===== src/rtl/game_state_frame_rx_if.sv =====
// rtl/game_state_frame_rx_if.sv - byte stream from the UART receiver into the game-state frame receiver
//
// Signals:
//   rx_data   8-bit byte from the UART receiver
//   rx_valid  one-cycle strobe, rx_data valid
// Modports:
//   master    byte source (UART RX side)
//   slave     byte sink (frame receiver)
interface game_state_frame_rx_if;
  logic [7:0] rx_data;
  logic       rx_valid;

  modport master (output rx_data, output rx_valid);
  modport slave  (input  rx_data, input  rx_valid);
endinterface


===== src/rtl/game_state_frame_rx.sv =====
// rtl/game_state_frame_rx.sv - rebuilds game-state buses from a checksummed byte-stream frame
//
// Ports:
//   clk, rst_n          clock, asynchronous active-low reset
//   rx                  byte stream in (rx_data / rx_valid), slave modport
//   current_state ..    decoded game-state fields, updated only on a good frame
//   time_in_seconds
//   frame_valid         one-cycle pulse, decoded outputs updated this cycle
//   frame_error         one-cycle pulse, frame discarded (bad checksum or timeout)
//   busy                high while a frame is being received
module game_state_frame_rx #(
  parameter logic [7:0] SYNC_BYTE      = 8'hA5,
  parameter int         PAYLOAD_BYTES  = 66,
  parameter int         TIMEOUT_CYCLES = 500000
) (
  input  logic                  clk,
  input  logic                  rst_n,
  game_state_frame_rx_if.slave  rx,
  output logic [2:0]            current_state,
  output logic                  game_dificulty,
  output logic [323:0]          full_board,
  output logic [161:0]          colors,
  output logic [7:0]            position,
  output logic [1:0]            errors,
  output logic [3:0]            selected_number,
  output logic                  victory_condition,
  output logic [6:0]            score,
  output logic [10:0]           time_in_seconds,
  output logic                  frame_valid,
  output logic                  frame_error,
  output logic                  busy
);

  // Only the 523 meaningful payload bits are kept; the 5 pad bits at the
  // top of the first byte simply shift out of the register.
  localparam int FIELD_W = 523;
  localparam int CNT_W   = (PAYLOAD_BYTES > 1) ? $clog2(PAYLOAD_BYTES) : 1;
  localparam int TMO_W   = (TIMEOUT_CYCLES > 1) ? $clog2(TIMEOUT_CYCLES) : 1;

  localparam logic [CNT_W-1:0] LAST_BYTE = CNT_W'(PAYLOAD_BYTES - 1);
  localparam logic [TMO_W-1:0] TMO_LAST  = TMO_W'(TIMEOUT_CYCLES - 1);

  typedef enum logic [1:0] {
    S_IDLE,
    S_PAYLOAD,
    S_CHECK
  } state_t;

  state_t               state_q;
  logic [FIELD_W-1:0]   shift_q;
  logic [FIELD_W-1:0]   shift_d;
  logic [FIELD_W-1:0]   fields_q;
  logic [CNT_W-1:0]     cnt_q;
  logic [7:0]           xor_q;
  logic [7:0]           xor_d;
  logic [TMO_W-1:0]     tmo_q;
  logic                 frame_valid_q;
  logic                 frame_error_q;

  assign shift_d = {shift_q[FIELD_W-9:0], rx.rx_data};
  assign xor_d   = xor_q ^ rx.rx_data;

  always_ff @(posedge clk or negedge rst_n) begin
    if (!rst_n) begin
      state_q       <= S_IDLE;
      shift_q       <= '0;
      fields_q      <= '0;
      cnt_q         <= '0;
      xor_q         <= '0;
      tmo_q         <= '0;
      frame_valid_q <= 1'b0;
      frame_error_q <= 1'b0;
    end else begin
      frame_valid_q <= 1'b0;
      frame_error_q <= 1'b0;
      case (state_q)
        S_IDLE: begin
          if (rx.rx_valid && rx.rx_data == SYNC_BYTE) begin
            state_q <= S_PAYLOAD;
            cnt_q   <= '0;
            xor_q   <= '0;
            tmo_q   <= '0;
          end
        end
        S_PAYLOAD: begin
          // Sync-valued bytes here are plain data: no resync inside a frame.
          if (rx.rx_valid) begin
            shift_q <= shift_d;
            xor_q   <= xor_d;
            cnt_q   <= cnt_q + 1'b1;
            tmo_q   <= '0;
            if (cnt_q == LAST_BYTE) state_q <= S_CHECK;
          end else if (tmo_q == TMO_LAST) begin
            frame_error_q <= 1'b1;
            state_q       <= S_IDLE;
          end else begin
            tmo_q <= tmo_q + 1'b1;
          end
        end
        S_CHECK: begin
          if (rx.rx_valid) begin
            // Whole word is committed in one edge so consumers never see a
            // mix of old and new fields.
            if (rx.rx_data == xor_q) begin
              fields_q      <= shift_q;
              frame_valid_q <= 1'b1;
            end else begin
              frame_error_q <= 1'b1;
            end
            state_q <= S_IDLE;
          end else if (tmo_q == TMO_LAST) begin
            frame_error_q <= 1'b1;
            state_q       <= S_IDLE;
          end else begin
            tmo_q <= tmo_q + 1'b1;
          end
        end
        default: state_q <= S_IDLE;
      endcase
    end
  end

  assign time_in_seconds   = fields_q[10:0];
  assign score             = fields_q[17:11];
  assign victory_condition = fields_q[18];
  assign selected_number   = fields_q[22:19];
  assign errors            = fields_q[24:23];
  assign position          = fields_q[32:25];
  assign colors            = fields_q[194:33];
  assign full_board        = fields_q[518:195];
  assign game_dificulty    = fields_q[519];
  assign current_state     = fields_q[522:520];

  assign frame_valid = frame_valid_q;
  assign frame_error = frame_error_q;
  assign busy        = (state_q != S_IDLE);

endmodule


===== src/flat_wrapper.sv =====
// flat-port wrapper written by rule: the top's interface ports become plain ports
module game_state_frame_rx_flat 
#(
  parameter logic [7:0] SYNC_BYTE      = 8'hA5,
  parameter int         PAYLOAD_BYTES  = 66,
  parameter int         TIMEOUT_CYCLES = 500000
)
  (clk, rst_n, current_state, game_dificulty, full_board, colors, position, errors, selected_number, victory_condition, score, time_in_seconds, frame_valid, frame_error, busy, rx_rx_data, rx_rx_valid);
  game_state_frame_rx_if rx_i ();
  input  logic clk;
  input  logic rst_n;
  output logic [2:0] current_state;
  output logic game_dificulty;
  output logic [323:0] full_board;
  output logic [161:0] colors;
  output logic [7:0] position;
  output logic [1:0] errors;
  output logic [3:0] selected_number;
  output logic victory_condition;
  output logic [6:0] score;
  output logic [10:0] time_in_seconds;
  output logic frame_valid;
  output logic frame_error;
  output logic busy;
  input wire logic [$bits(rx_i.rx_data)-1:0] rx_rx_data;
  input wire logic [$bits(rx_i.rx_valid)-1:0] rx_rx_valid;
  assign rx_i.rx_data = rx_rx_data;
  assign rx_i.rx_valid = rx_rx_valid;
  game_state_frame_rx #(.SYNC_BYTE(SYNC_BYTE), .PAYLOAD_BYTES(PAYLOAD_BYTES), .TIMEOUT_CYCLES(TIMEOUT_CYCLES)) u_core (.clk(clk), .rst_n(rst_n), .rx(rx_i), .current_state(current_state), .game_dificulty(game_dificulty), .full_board(full_board), .colors(colors), .position(position), .errors(errors), .selected_number(selected_number), .victory_condition(victory_condition), .score(score), .time_in_seconds(time_in_seconds), .frame_valid(frame_valid), .frame_error(frame_error), .busy(busy));
endmodule

===== config.mk =====
export PLATFORM = sky130hd
export DESIGN_NAME = game_state_frame_rx_flat
export DESIGN_NICKNAME = d
export VERILOG_FILES = /design/src/rtl/game_state_frame_rx_if.sv /design/src/rtl/game_state_frame_rx.sv /design/src/flat_wrapper.sv
export SDC_FILE = /design/constraint.sdc
export NUM_CORES = 2
export LEC_CHECK = 0
export CAP_MARGIN = 40
export CELL_PAD_IN_SITES_DETAIL_PLACEMENT = 2
export CELL_PAD_IN_SITES_GLOBAL_PLACEMENT = 2
export CORE_ASPECT_RATIO = 0.9
export CORE_MARGIN = 10
export CORE_UTILIZATION = 38
export DETAILED_ROUTE_END_ITERATION = 6
export DONT_BUFFER_PORTS = 1
export PLACE_DENSITY = 0.71
export SLEW_MARGIN = 20
export SYNTH_ARGS = -nofsm -noshare
export SYNTH_HDL_FRONTEND = slang
export SYNTH_SLANG_ARGS = --single-unit

===== constraint.sdc =====
create_clock -name clk -period 2.49 [get_ports clk]
set_clock_uncertainty 0.1 [all_clocks]
set_input_delay 0 -clock clk [delete_from_list [all_inputs] [get_ports clk]]
set_output_delay 0 -clock clk [all_outputs]
set_load 0.05 [all_outputs]

======== Word level (Yosys, flattened, before mapping) ========
Cells that the tools add are included.
storage, ports and cells
  register bits ........................... 1084
  output and inout bits ................... 526
  word-level logic and storage cells ...... 56
  bits of input ports ..................... 11
operators by class
  bitwise operators ....................... 1
  multiplexer cells ....................... 25
  reduce and logical (&&, ||, !) cells .... 10
  add/sub/neg operators ................... 2
  equal/unequal tests ..................... 10
operators by type and width
  kind                                                                    number
  19-bit two-way mux                                                      4
  19-bit case mux with 3 select lines                                     1
  19-bit by 1-bit adder with 19-bit output (second input constant)        1
  19-bit equality test (second input constant)                            1
  8-bit two-way mux                                                       2
  8-bit case mux with 2 select lines                                      1
  7-bit two-way mux                                                       2
  7-bit case mux with 2 select lines                                      1
  2-bit two-way mux                                                       5
  3-bit AND reduction                                                     3
  8-bit equality test                                                     1
  8-bit equality test (second input constant)                             1
  8-bit bitwise XOR                                                       1
  7-bit by 1-bit adder with 7-bit output (second input constant)          1
  7-bit equality test (second input constant)                             1
  1-bit two-way mux                                                       7
  2-bit case mux with 3 select lines                                      1
  2-bit != test (second input constant)                                   2
  2-bit AND reduction                                                     2
  2-bit nonzero test                                                      2
  3-bit by 2-bit != test with 1-bit output (second input constant)        1
  3-bit nonzero test                                                      1
  2-bit by 1-bit equality test with 1-bit output (second input constant)  1
  2-bit equality test (second input constant)                             1
  other kinds (4)                                                         4

======== Logic depth before layout (Yosys ltp) ========
  word-level depth ........................ 4
  gate-level depth with buffers ........... 9
  depth with buffers taken out ............ 7

======== Least setup slack after synthesis ========
No wires, ideal clock.
  path type ............................... register to register
  from .................................... reg u_core.xor_q[7]
  to ...................................... reg u_core.fields_q[106]
  period minus slack after synthesis ...... 2327 ps
  stages on the path, launching flop included .. 8
  arrival time ............................ 2102 ps
  setup slack ............................. 163 ps
  buffers on the path ..................... 3
  setup time .............................. 125 ps
  required time ........................... 2265 ps
  cells stage by stage .................... dfrtp_1 > xor2_1 > nor4_1 > and4_1 > clkbuf_1 > clkbuf_1 > buf_2 > mux2_2
on the way
  cells in the longest elaborated chain, start to end .. 2
ends and longest elaborated chain
  element                               line                        RTL
  start, declared                       game_state_frame_rx.sv:54   logic [7:0] xor_q;
  start signal, assigned                game_state_frame_rx.sv:89   xor_q <= xor_d;
  8-bit equality test                   game_state_frame_rx.sv:104  if (rx.rx_data == xor_q) begin
  3-bit AND reduction (no source line)  -
  end signal, assigned                  game_state_frame_rx.sv:105  fields_q <= shift_q;
  end, declared                         game_state_frame_rx.sv:52   logic [FIELD_W-1:0] fields_q;
No other way between the ends.
A chain may end at the register's enable or synchronous reset.

======== Worst setup path in the final report ========
  from .................................... reg u_core.xor_q[7]
  to ...................................... reg u_core.fields_q[370]
The elaborated chain is that of the path after synthesis.

==> qor.txt <==
Outcome = finished, violations left
Failing checks = hold timing, setup timing
Worst VDD drop = 0.610 mV
Pin count of the biggest net entering global routing = 1085
Initial DRC Count = 1545
Critical path class = flip-flop to flip-flop
Reg2reg start = u_core.xor_q[7]
Switching share of power = 27.5%
Mean area per synthesized cell = 11.5 um2
Critical-path maximum fanout = 44
Gr busiest metal = met2
Final hold violations = 521
Area added between synthesis and finish = 17.5%
Die Height = 332 um
Worst Path Arrival = 3050 ps
Slew HR = 39.1%
TritonCTS clock tree = yes
Beginning of the critical path = u_core.xor_q[7]
Placement Rows = 114
Port bufs = 0
CTS Buf Count = 115
Primary FF master, synth = dfrtp_1
Fin nets = 3665
Max Root-Sink Buffers = 3
Final WS setup = -76.7 ps
Total Power = 0.0421 W
Cell Area, Synth = 41000 um2
Delay-heaviest family, CP = buffers and inverters
Max-Cap Viols = 0
Clock sink count = 1084
Syn nets = 3592
Critical Path RT = 2980 ps
Min-Delay Path Class = input pin to async pin
Min Hold Slack = -1120 ps
Clk pwr share = 42.7%
Yosys reg bits = 1084
Worst-Skew Late Latency = 720 ps
Post-layout min period = 2570 ps
Starting Density = 38.2%
Setup crit end kind = flip-flop
Internal = 0.0305 W
Levels on crit path = 7
Combinational share of power = 11.2%
Core Region = 107000 um2
Setup violators final = 250
Ys async rst share = 100%
Worst-Margin Slew = 913 ps
CTS H-Tree Depth = 3
GR Layer Usage met2 = 33.4%
Initial antenna violation count = 1
Vias/cell = 5.04
Yosys Warn Count = 0
Netlist cell types = 47
Seq pwr share = 46.1%
Sequential fraction of the synthesis area = 66.2%
Max Fclk = 0.390 GHz
Post-synth EDFFs = 0
Worst-path cell chain = xor2_1 > nor4_2 > buf_4 > and4_4 > buf_12 > buf_16 > mux2_2
Reg2reg path depth = 7
Total GRT Usage = 19.7%
Die X-Extent = 366 um
Crit-path slowest cell = dfrtp_1
Post-route DRC = 0
Cts hold-fix bufs = 24
Avg WL per Cell = 23.8 um
RSZ-0062 raised after global routing = yes
Global-route wire length before repair = 189000 um
Max Slew Vio Count = 0
Pre-antenna DRT Iters = 4
PwrDens = 873 nW/um2
Antenna Nets Post-Route = 0
Crit Reg-Reg Endpoint = u_core.fields_q[370]
Fraction of layout cells with a size suffix above 1 = 22.3%
DPL Wire Length = 81200 um
Die ar. = 121000 um2
Setup crit start kind = flip-flop
Final wirelength = 124000 um
Via count = 26.2k
Grt met1 use = 23.1%
Post-Syn Instances = 3573
Worst-path clk slew = 60 ps
Peak per-stage delay on the critical path = 420 ps
Global route total overflow = 0
GP Congestion = 0.752
Lkg Pwr = 25.5 nW
Last element of the critical path = u_core.fields_q[370]
Number of global-route vias before repair = 29.5k
WP buf/inv = 3
Ports = 537
Fin crit share = 103%
Reg2reg setup slack = -80 ps
Sw power = 0.0116 W
Root buf cell = clkbuf_16
Setup_tns = -6450 ps
GRT met3 Usage = 8.10%
[worst reg2reg max path, delay by kind of cell (launching register included)]
kind,cells,cell delay [ps]
DFF,1,420
muxes,1,400
buffers and inverters,3,700
xor gates and xnor gates,1,190
and+or+nand+nor,2,630
[Yosys cell counts (2+ instances only)]
library cell | instances | share of area (%)
and3_1 | 3 | 0.046
nand4b_1 | 2 | 0.043
inv_1 | 7 | 0.064
xor2_1 | 8 | 0.17
nor2_1 | 19 | 0.17
clkbuf_1 | 114 | 1.0
a211oi_1 | 2 | 0.037
buf_2 | 55 | 0.67
a21oi_1 | 8 | 0.098
o31ai_1 | 8 | 0.15
nor3_1 | 5 | 0.061
buf_1 | 12 | 0.11
dfrtp_1 | 1084 | 66
o211ai_1 | 2 | 0.037
or3_1 | 2 | 0.031
nand4_1 | 3 | 0.046
nand2b_1 | 8 | 0.12
mux2_2 | 524 | 14
or4b_1 | 2 | 0.049
o21a_1 | 3 | 0.055
nor4_1 | 6 | 0.092
nor2b_1 | 3 | 0.046
and2_1 | 4 | 0.061
a41oi_1 | 2 | 0.043
ha_1 | 8 | 0.24
nand2_1 | 1594 | 15
nand3_1 | 18 | 0.22
o21ai_0 | 31 | 0.38
a22o_1 | 4 | 0.085
nand3b_1 | 3 | 0.055
o41ai_1 | 8 | 0.17
a31oi_1 | 5 | 0.076
nor4_2 | 2 | 0.061
[area by class of cell]
class / instances / area [um2]
sequential: 1084 / 27100
multi-input combinational: 2301 / 13200
inverter: 7 / 26.3
antenna: 2 / 5.00
tap: 1450 / 1810
clock buffer: 175 / 3410
clock inverter: 41 / 603
timing repair buffer: 137 / 2040
fill: 10800 / 59100
[metal layers]
layer	wire length, um	vias to the layer above	part of all wire (%)
li1	-	11700	-
met1	48800	13900	39
met5	12	-	0.0097
met3	11000	161	8.9
met2	60900	518	49
met4	3010	2	2.4
[logic make-up (layout without fill, tap and decap cells)]
logic type,after synthesis,after routing,share of synthesized area (%)
XOR/XNOR,8,8,0.171
flip-flops,1084,1084,66.2
AND/OR/NAND/NOR,1679,1679,15.8
other,0,2,0
adder cells (fa/ha/maj),8,8,0.244
buffers and inverters,188,360,1.89
multiplexers,524,524,14.4
AO/OA/AOI/OAI,82,82,1.32
[power groups by stage]
stage          Clock [W]  Sequential, W  Combinational [W]
4_1_cts           0.0185         0.0194            0.00434
3_3_place_gp           0         0.0196            0.00409
3_5_place_dp           0         0.0197            0.00421
5_1_grt           0.0192         0.0195            0.00532
6_report          0.0180         0.0194            0.00473
2_1_floorplan          0         0.0193            0.00251
[state kept, by name, summed over array words and instances, names as in the netlist]
| signal | cells |
|---|---|
| u_core.tmo_q | 19 |
| u_core.frame_error | 1 |
| u_core.frame_valid | 1 |
| u_core.shift_q | 523 |
| u_core.xor_q | 8 |
| u_core.state_q | 2 |
| u_core.cnt_q | 7 |
| u_core.fields_q | 523 |
[how the worst min path moves through the flow]
stage	endpoint	slack, ps	cells after the start
floorplan	u_core.cnt_q[0]	-400	0
global placement	u_core.fields_q[512]	-330	0
detailed placement	u_core.fields_q[479]	-340	0
CTS	u_core.fields_q[479]	-1140	0
global route	u_core.fields_q[512]	-1180	0
finish	u_core.shift_q[478]	-1120	0
[metrics by stage]
step	hold WS (ps)	util [%]	cells	cell area, um2	worst slack, ps
finish	-1120	44.9	5197	48200	-76.7
global route	-1180	44.9	5195	48200	-162
CTS	-1140	44.3	5175	47600	6.31
detailed placement	-345	40.4	4935	43300	43.1
global placement	-331	40.4	4935	43300	84.7
floorplan	-396	-	3573	41000	163
[cell usage in the layout, fill, tap and decap left out, drive strengths merged, types with 2 or more instances in the layout]
cell | netlist | routed
a31oi | 5 | 5
a22o | 4 | 4
clkinv | 0 | 23
nand2b | 8 | 8
nor2 | 19 | 19
dlygate4sd3 | 0 | 23
o21ai | 32 | 32
nor3 | 5 | 5
inv | 7 | 11
nor2b | 3 | 3
or3 | 2 | 2
clkinvlp | 0 | 3
nand3b | 3 | 3
bufinv | 0 | 11
xor2 | 8 | 8
nand3 | 18 | 18
or4b | 3 | 3
dfrtp | 1084 | 1084
a41oi | 2 | 2
a21oi | 8 | 8
mux2 | 524 | 524
o31ai | 8 | 8
diode | 0 | 2
o211ai | 2 | 2
ha | 8 | 8
and3 | 3 | 3
a211oi | 2 | 2
nor4 | 8 | 8
and2 | 4 | 4
buf | 67 | 106
clkbuf | 114 | 182
nand4b | 2 | 2
nand4 | 3 | 3
o21a | 3 | 3
o41ai | 9 | 9
nand2 | 1594 | 1594
[what timing repair did]
action | 4_1_cts | 5_1_grt
hold endpoints to repair | 2008 | 443
setup endpoints to repair | 0 | 517
resized for setup | 0 | 36
setup buffers | 0 | 6
(Power assumes the default switching activity.)
